==> src/rtl/latch_capture_reader.sv <==
// Clocked reader for a transparent latch bank: synchronizes enable/Q, captures Q on each
// latch closing into a small FIFO, and flags Q changes while the latch is closed.
//
// state   | meaning
// --------+------------------------------------------------------------
// WAIT    | latch content unknown since reset; wait for the latch to open
// OPEN    | latch transparent; no checks
// CAPTURE | one cycle: push q_s into the FIFO and record it as held value
// CLOSED  | latch closed; any change of q_s against held value is a hold error
module latch_capture_reader #(
  parameter int WIDTH       = 8,
  parameter int DEPTH       = 4,
  parameter int SYNC_STAGES = 2,
  parameter int CNT_W       = 8
) (
  input  logic             clk,
  input  logic             rst_n,
  input  logic             enable,
  input  logic [WIDTH-1:0] Q,
  input  logic             clr_flags,
  output logic             out_valid,
  input  logic             out_ready,
  output logic [WIDTH-1:0] out_data,
  output logic             overflow,
  output logic             hold_err,
  output logic [CNT_W-1:0] capture_cnt
);

  localparam int AW = $clog2(DEPTH);

  typedef enum logic [1:0] {
    S_WAIT    = 2'd0,
    S_OPEN    = 2'd1,
    S_CAPTURE = 2'd2,
    S_CLOSED  = 2'd3
  } state_t;

  state_t state_q, state_d;

  logic [SYNC_STAGES-1:0] en_sync_q;
  logic [WIDTH-1:0]       q_sync_q [SYNC_STAGES];
  logic                   en_s;
  logic [WIDTH-1:0]       q_s;

  logic [WIDTH-1:0] held_q;
  logic [WIDTH-1:0] mem_q [DEPTH];
  logic [AW:0]      wr_ptr_q, rd_ptr_q;
  logic [CNT_W-1:0] capture_cnt_q;
  logic             overflow_q, hold_err_q;

  logic push, hold_chk;
  logic empty, full, pop, push_ok, drop, hold_viol;

  // Both inputs are fully asynchronous to clk; only the last stage is used downstream.
  always_ff @(posedge clk or negedge rst_n) begin
    if (!rst_n) begin
      en_sync_q <= '0;
      for (int i = 0; i < SYNC_STAGES; i++) q_sync_q[i] <= '0;
    end else begin
      en_sync_q <= {en_sync_q[SYNC_STAGES-2:0], enable};
      q_sync_q[0] <= Q;
      for (int i = 1; i < SYNC_STAGES; i++) q_sync_q[i] <= q_sync_q[i-1];
    end
  end

  assign en_s = en_sync_q[SYNC_STAGES-1];
  assign q_s  = q_sync_q[SYNC_STAGES-1];

  always_ff @(posedge clk or negedge rst_n) begin
    if (!rst_n) state_q <= S_WAIT;
    else        state_q <= state_d;
  end

  always_comb begin
    state_d = state_q;
    unique case (state_q)
      S_WAIT:    if (en_s)  state_d = S_OPEN;
      S_OPEN:    if (!en_s) state_d = S_CAPTURE;
      S_CAPTURE: state_d = S_CLOSED;
      S_CLOSED:  if (en_s)  state_d = S_OPEN;
      default:   state_d = S_WAIT;
    endcase
  end

  always_comb begin
    push     = 1'b0;
    hold_chk = 1'b0;
    unique case (state_q)
      S_CAPTURE: push = 1'b1;
      S_CLOSED:  hold_chk = !en_s;
      default:   ;
    endcase
  end

  assign empty     = (wr_ptr_q == rd_ptr_q);
  assign full      = (wr_ptr_q[AW] != rd_ptr_q[AW]) && (wr_ptr_q[AW-1:0] == rd_ptr_q[AW-1:0]);
  assign pop       = !empty && out_ready;
  // A full FIFO still accepts a capture when the head leaves in the same cycle.
  assign push_ok   = push && (!full || pop);
  assign drop      = push && full && !pop;
  assign hold_viol = hold_chk && (q_s != held_q);

  always_ff @(posedge clk or negedge rst_n) begin
    if (!rst_n) begin
      for (int i = 0; i < DEPTH; i++) mem_q[i] <= '0;
      wr_ptr_q <= '0;
      rd_ptr_q <= '0;
    end else begin
      if (push_ok) begin
        mem_q[wr_ptr_q[AW-1:0]] <= q_s;
        wr_ptr_q <= wr_ptr_q + (AW+1)'(1);
      end
      if (pop) rd_ptr_q <= rd_ptr_q + (AW+1)'(1);
    end
  end

  always_ff @(posedge clk or negedge rst_n) begin
    if (!rst_n) begin
      held_q        <= '0;
      capture_cnt_q <= '0;
      overflow_q    <= 1'b0;
      hold_err_q    <= 1'b0;
    end else begin
      if (push) begin
        held_q        <= q_s;
        capture_cnt_q <= capture_cnt_q + CNT_W'(1);
      end
      overflow_q <= drop      || (overflow_q && !clr_flags);
      hold_err_q <= hold_viol || (hold_err_q && !clr_flags);
    end
  end

  assign out_valid   = !empty;
  assign out_data    = empty ? '0 : mem_q[rd_ptr_q[AW-1:0]];
  assign overflow    = overflow_q;
  assign hold_err    = hold_err_q;
  assign capture_cnt = capture_cnt_q;

endmodule

==> config.mk <==
export PLATFORM = sky130hd
export DESIGN_NAME = latch_capture_reader
export DESIGN_NICKNAME = d
export VERILOG_FILES = /design/src/rtl/latch_capture_reader.sv
export SDC_FILE = /design/constraint.sdc
export NUM_CORES = 1
export LEC_CHECK = 0
export CAP_MARGIN = 15
export CORE_MARGIN = 2
export CORE_UTILIZATION = 50
export CTS_CLUSTER_DIAMETER = 200
export DETAILED_ROUTE_END_ITERATION = 6
export PLACE_DENSITY = 0.71
export SETUP_SLACK_MARGIN = 0.2
export SYNTH_ARGS = -nofsm -noshare
export SYNTH_HDL_FRONTEND = slang
export SYNTH_SLANG_ARGS = --single-unit
==> constraint.sdc <==
create_clock -name clk -period 2.6 [get_ports clk]
set_clock_uncertainty 0.1 [all_clocks]
set_input_delay 0.52 -clock clk [delete_from_list [all_inputs] [get_ports clk]]
set_output_delay 0.52 -clock clk [all_outputs]
set_load 0.01 [all_outputs]
==> flow_summary.yaml, run 1 <==
final_layout:
  layout.nets: 284
  layoutNonFillerInstCount: 343
  layout-area-overhead-vs-synth_pct: 20.98
  diodes: 0
  drive_gt1_frac: 0.3684
route:
  wl_per_cell_um: 14.97
  sum_of_routed_wire_length_over_all_layers_um: 5134
  dr_total_vias: 1769
  detail_route.vias_per_cell: 5.157
  antenna_violating_nets_post_route: 0
  drt-pass1-iter-count: 4
  number_of_violations_reported_at_the_end_of_detailed_routing_iteration_0: 62
  drc: 0
die:
  dieArea_sq_um: 7012
  row_cnt: 29
  start_util: 0.5094
  io_pins: 32
  die-height_um: 83.74
  design.core.area_sq_um: 6241
  dieWidth_um: 83.74
synth:
  syn_area_sq_um: 3179
  synth_sequential_area_ratio: 0.5982
  synthesis.instances: 208
  synth_common_cells: "76 x dfrtp_1, 42 x mux2_2, 12 x xor2_1"
  synthXorXnorAreaFrac: 0.06061
  synth_top_family_by_area: "multiplexers"
  post_synth_and_or_nand_nor_area_fraction: 0.05155
  syn_area_per_cell_sq_um: 15.29
  asyncSetResetFlopFracSynth: 1.000
  synth_mux_area_frac: 0.2125
  synth.most_common_cell: "dfrtp_1"
  cell_types_with_the_largest_area_share_after_synthesis: "dfrtp_1 60%, mux2_2 15%, mux4_1 5.0%"
  synthDistinctLibCells: 27
  syn_nets: 230
  synth_compound_area_frac: 0.02283
  synth_warn: 0
  ys_ff_latch: 76
  synth-adder-area-share: 0.03542
  cell_type_with_the_largest_total_area_after_synthesis: "dfrtp_1"
  synth_top_area_frac: 0.5982
  ys.flop_type: "dfrtp_1"
  number_of_flops_mapped_to_enable_cells_by_yosys: 0
min_path:
  worst_hold_path_type: "primary input to asynchronous set/reset pin"
flow_run:
  cap_viol_max_count: 0
sta:
  layout_min_cycle_time_ns: 2.385
  max_clock_freq_mhz: 419.3
  timing_max_transition_violations_final: 0
  number_of_endpoints_with_negative_hold_slack_in_the_final_report: 0
  setup_viol_count_final: 0
  rsz0062_at_grt: "true"
  worst-slew-pin-transition_ns: 0.9223
  final.setup.tns_ns: 0
  slew_headroom: 0.3851
  hold_slack_ns: 0.2105
  min_period_over_period: 0.9173
clock_tree:
  cts-root-buf: "clkbuf_8"
  worst_skew_pair.late_latency_ns: 0.34
  cts.reportedPaths.clkPinSlew_ns: 0.07
  h-tree-depth: 3
  clock_tree_from_tritoncts: "yes"
  cts_buf_count: 9
  clockBufferDepth: 2
  tritoncts_num_sinks: 76
global_route:
  gr-usage-met3: 0.03363
  global_route.usage.total: 0.1620
  wire_length_of_the_first_global_routing_pass_um: 8790
  grt_most_used_layer: "met2"
  antenna_found_initial: 0
  met1_grt_util: 0.2202
  grt_remaining_overflow: 0
  grt_start_max_net_pins: 77
  first_global_vias: 1808
  grt_util_met2: 0.2487
status:
  result_of_the_run: "finished, final reports clean"
power_and_ir_drop:
  pwr_density_cell_nw_per_um2: 1199
  leakage_nw: 1.772
  vdd_drop_max_mv: 0.6509
placement:
  portBuffers: 31
  numPlacedInstances: 319
  gp_routability_congestion: 0.6957
  detailed_place_hpwl_um: 3315
worst_setup_path:
  crit_required_ns: 1.98
  cp-end-kind: "output pin"
  reg2regPathDepth: 6
  arrival_ns: 1.77
  setup.worst_path.class: "flop to output pin"
  cp_max_fo: 6
  worstSetupStartpointType: "flop"
==> state kept, by name (all words and copies together) (netlist names) <==
| name | flops |
|---|---|
| mem_q | 32 |
| capture_cnt | 8 |
| held_q | 8 |
| q_s | 8 |
| q_sync_q | 8 |
| rd_ptr_q | 3 |
| wr_ptr_q | 3 |
| en_sync_q | 2 |
| state_q | 2 |
| hold_err | 1 |
| overflow | 1 |
==> worst paths after layout <==
path	from	end	slack, ns
worst max-delay path	rd_ptr_q[0]	out_data[0]	0.21
worst min-delay path	rst_n	q_sync_q[12]	0.21
worst max register to register	rd_ptr_q[0]	mem_q[0]	0.59
worst min register to register	q_sync_q[10]	q_s[2]	0.25
max in group asynchronous	rst_n	overflow	1.59
min in group clk	q_sync_q[10]	q_s[2]	0.25
==> placed cells by master, fill, tap and decap left out <==
cell type and instances:
nand2_1 6, nand3b_1 1, buf_4 14, mux4_1 1
a32o_1 1, clkdlybuf4s50_1 21, xor2_1 12, ha_1 9
o2bb2ai_1 1, xnor2_2 1, and2_4 4, nand3_1 2
buf_2 6, clkbuf_8 10, a41oi_4 1, clkbuf_1 1
and3_1 1, dfrtp_1 76, bufinv_16 1, a31oi_1 1
buf_12 1, clkinv_2 1, mux2_2 42, clkbuf_2 2
a21oi_1 2, xnor2_1 9, nand4_1 3, and2_1 4
mux4_2 7, buf_6 2, o21ai_0 2, dlygate4sd2_1 1
nand2_2 4, nor4_1 2, nor2_1 3, inv_1 9
clkinvlp_4 2
==> power by group <==
group,internal (mW),switching [mW]
logic,1.14,0.739
registers,1.60,0.271
clock network,0.463,0.397
==> worst max-delay path, stage by stage, from the launching register on <==
cell,delay (ns)
dfrtp_1,0.39
buf_6,0.15
buf_4,0.11
mux4_2,0.48
and2_4,0.17
buf_2,0.13
==> metal layers <==
metal	vias to the layer above	share of wire
met3	7	0.027
met1	899	0.47
met5	-	0
li1	832	-
met2	31	0.48
met4	0	0.017
==> cell type report <==
class / count / area (sq um)
fill: 489 / 2395
sequential: 76 / 1902
multi-input combinational: 119 / 1216
timing repair buffer: 47 / 406.6
clock buffer: 11 / 141.4
tap: 77 / 96.34
clock inverter: 4 / 50.05
inverter: 9 / 33.78
==> what timing repair did <==
action	4_1_cts	5_1_grt
setup endpoints to repair	9	9
gates resized for setup	33	10
setup buffers	8	1
pin swaps	1	4
gates cloned	0	0
hold buffers	0	0
==> cell families (layout without fill, tap and decap cells) <==
| kind of cell | after synthesis | after routing |
|---|---|---|
| flip-flops | 76 | 76 |
| AND/OR/NAND/NOR | 30 | 30 |
| AO/OA/AOI/OAI | 8 | 8 |
| XOR/XNOR | 22 | 22 |
| adder cells (fa/ha/maj) | 9 | 9 |
| multiplexers | 50 | 50 |
| buffers and inverters | 13 | 71 |
==> metrics by stage <==
| stage | instance area (sq um) | power (mW) | worst slack (ns) | util |
|---|---|---|---|---|
| floorplan | 3179 | 2.984 | 0.6162 | - |
| global placement | 3610 | 3.607 | 0.2018 | 0.5784 |
| detailed placement | 3610 | 3.670 | 0.1452 | 0.5784 |
| CTS | 3849 | 4.623 | 0.1253 | 0.6167 |
| global route | 3846 | 4.912 | 0.1296 | 0.6163 |
| finish | 3846 | 4.610 | 0.2150 | 0.6163 |
Power figures use the tool's default switching activity.
==> run 2, diff against run 1 <==
--- a/config.mk
+++ b/config.mk
@@ -6,7 +6,7 @@
 export NUM_CORES = 1
 export LEC_CHECK = 0
 export CAP_MARGIN = 15
-export CORE_MARGIN = 2
+export CORE_MARGIN = 5
 export CORE_UTILIZATION = 50
 export CTS_CLUSTER_DIAMETER = 200
 export DETAILED_ROUTE_END_ITERATION = 6
==> run 2 against run 1 <==
Cell count up 1.5%. Clock power up 27%. Sequential power about the same. Critical path depth up 1. Total power up 4.5%. Global-route usage down 2.2 points. Combinational power about the same. Via count up 2.1%.
==> flow_summary.yaml, run 2 (synthesis gave the netlist of run 1 again) <==
route:
  drc: 0
  detail_route.vias_per_cell: 5.190
  wl_per_cell_um: 15.11
  sum_of_routed_wire_length_over_all_layers_um: 5259
  dr_total_vias: 1806
  antenna_violating_nets_post_route: 0
  drt-pass1-iter-count: 4
  number_of_violations_reported_at_the_end_of_detailed_routing_iteration_0: 71
global_route:
  global_route.usage.total: 0.1403
  wire_length_of_the_first_global_routing_pass_um: 9094
  grt_start_max_net_pins: 77
  grt_util_met2: 0.2171
  met1_grt_util: 0.1897
  grt_remaining_overflow: 0
  first_global_vias: 1834
  grt_most_used_layer: "met2"
  antenna_found_initial: 0
  gr-usage-met3: 0.03255
die:
  dieWidth_um: 89.74
  start_util: 0.5065
  design.core.area_sq_um: 6277
  row_cnt: 29
  io_pins: 32
  die-height_um: 89.74
  dieArea_sq_um: 8053
worst_setup_path:
  critical_path.reg2reg.startpoint: "rd_ptr_q[0]"
  startpoint_of_the_most_critical_setup_path: "rd_ptr_q[0]"
  worstSetupStartpointType: "flop"
  arrival_ns: 1.76
  crit_required_ns: 1.98
  cp_max_fo: 6
  cp-end-kind: "output pin"
  setup.worst_path.class: "flop to output pin"
sta:
  layout_min_cycle_time_ns: 2.383
  number_of_endpoints_with_negative_hold_slack_in_the_final_report: 0
  setup_viol_count_final: 0
  rsz0062_at_grt: "true"
  timing_max_transition_violations_final: 0
  slew_headroom: 0.7390
  min_period_over_period: 0.9166
  max_clock_freq_mhz: 419.6
  worst-slew-pin-transition_ns: 0.3916
  final.setup.tns_ns: 0
power_and_ir_drop:
  power.net_switching_mw: 1.399
  sequential_power_share: 0.387
  vdd_drop_max_mv: 0.5188
  leakage_nw: 1.811
  comb_power_share: 0.387
  netSwitchingFraction: 0.2906
  power_mw: 4.816
  pwr-share-clk: 0.226
  cell_internal_power_mw: 3.417
  pwr_density_cell_nw_per_um2: 1227
clock_tree:
  h-tree-depth: 3
  cts-root-buf: "clkbuf_8"
  clock_tree_from_tritoncts: "yes"
  ctsHoldBuffers: 0
  worst_skew_pair.late_latency_ns: 0.33
  tritoncts_num_sinks: 76
  cts.reportedPaths.clkPinSlew_ns: 0.07
  cts_buf_count: 9
  clockBufferDepth: 2
final_layout:
  drive_gt1_frac: 0.3616
  largest_register_ffs: 32
  layout.nets: 288
  filler_cells: 475
  layout-area-overhead-vs-synth_pct: 23.49
  share_of_the_core_filled_with_cells: 0.6255
  layout.cells.most_common: "dfrtp_1"
  most-common-layout-cells: "76 x dfrtp_1, 42 x mux2_2, 21 x clkdlybuf4s50_1"
  diodes: 0
  max_flop_register: "mem_q"
placement:
  gp_routability_congestion: 0.6913
  portBuffers: 31
  detailed_place_hpwl_um: 3398
status:
  result_of_the_run: "finished, final reports clean"
min_path:
  worst_hold_path_type: "primary input to asynchronous set/reset pin"
flow_run:
  cap_viol_max_count: 0
## run 2: worst max-delay path, cell delays in order, from the launching register on
cell and delay [ns]:
dfrtp_1 0.38, buf_6 0.14, buf_6 0.10, buf_6 0.08, mux4_2 0.46, and2_1 0.14, buf_2 0.13
## run 2: layout make-up
cell class	instances	area [sq um]	area share
multi-input combinational	119	1195	0.3043
clock buffer	12	155.1	0.03952
sequential	76	1902	0.4844
timing repair buffer	51	449.2	0.1144
tap	77	96.34	0.02454
inverter	9	33.78	0.008604
clock inverter	4	95.09	0.02422
## run 2: worst paths after layout
path | end | slack, ns | cells after the start
min in group clk | q_s[5] | 0.25 | 0
max | out_data[4] | 0.22 | 6
min | q_s[4] | 0.09 | 2
max reg2reg | mem_q[3] | 0.59 | 6
max in group asynchronous | mem_q[24] | 2.00 | 2
min reg2reg | q_s[5] | 0.25 | 0
## run 2: metal layers
layer,vias to the layer above,share of wire,routed length (um)
li1,848,-,-
met4,0,0.019,100
met1,921,0.47,2457
met3,8,0.049,258
met5,-,0,0
met2,29,0.46,2442
## run 2: power groups by stage
stage | Combinational [mW] | Sequential, mW | Clock (mW)
after detailed placement | 1.81 | 1.87 | 0
final | 1.87 | 1.86 | 1.09
after CTS | 1.84 | 1.85 | 1.11
after floorplan | 1.16 | 1.82 | 0
after global placement | 1.76 | 1.86 | 0
after global routing | 2.06 | 1.91 | 1.18
## run 2: timing repair
item                                    4_1_cts  5_1_grt
endpoints found under the setup margin        9        8
pin swaps                                     1        3
gates resized for setup                      29       12
buffers inserted                              9        3
## run 2: metrics by stage
stage          hold WS, ns  area (sq um)  setup WS (ns)  instances
2_1_floorplan       0.1244          3179         0.6162        208
3_3_place_gp        0.2316          3630         0.2238        320
3_5_place_dp        0.2347          3630         0.2169        320
4_1_cts             0.1054          3926         0.1044        345
5_1_grt             0.1106          3926         0.1396        348
6_report           0.08692          3926         0.2168        348
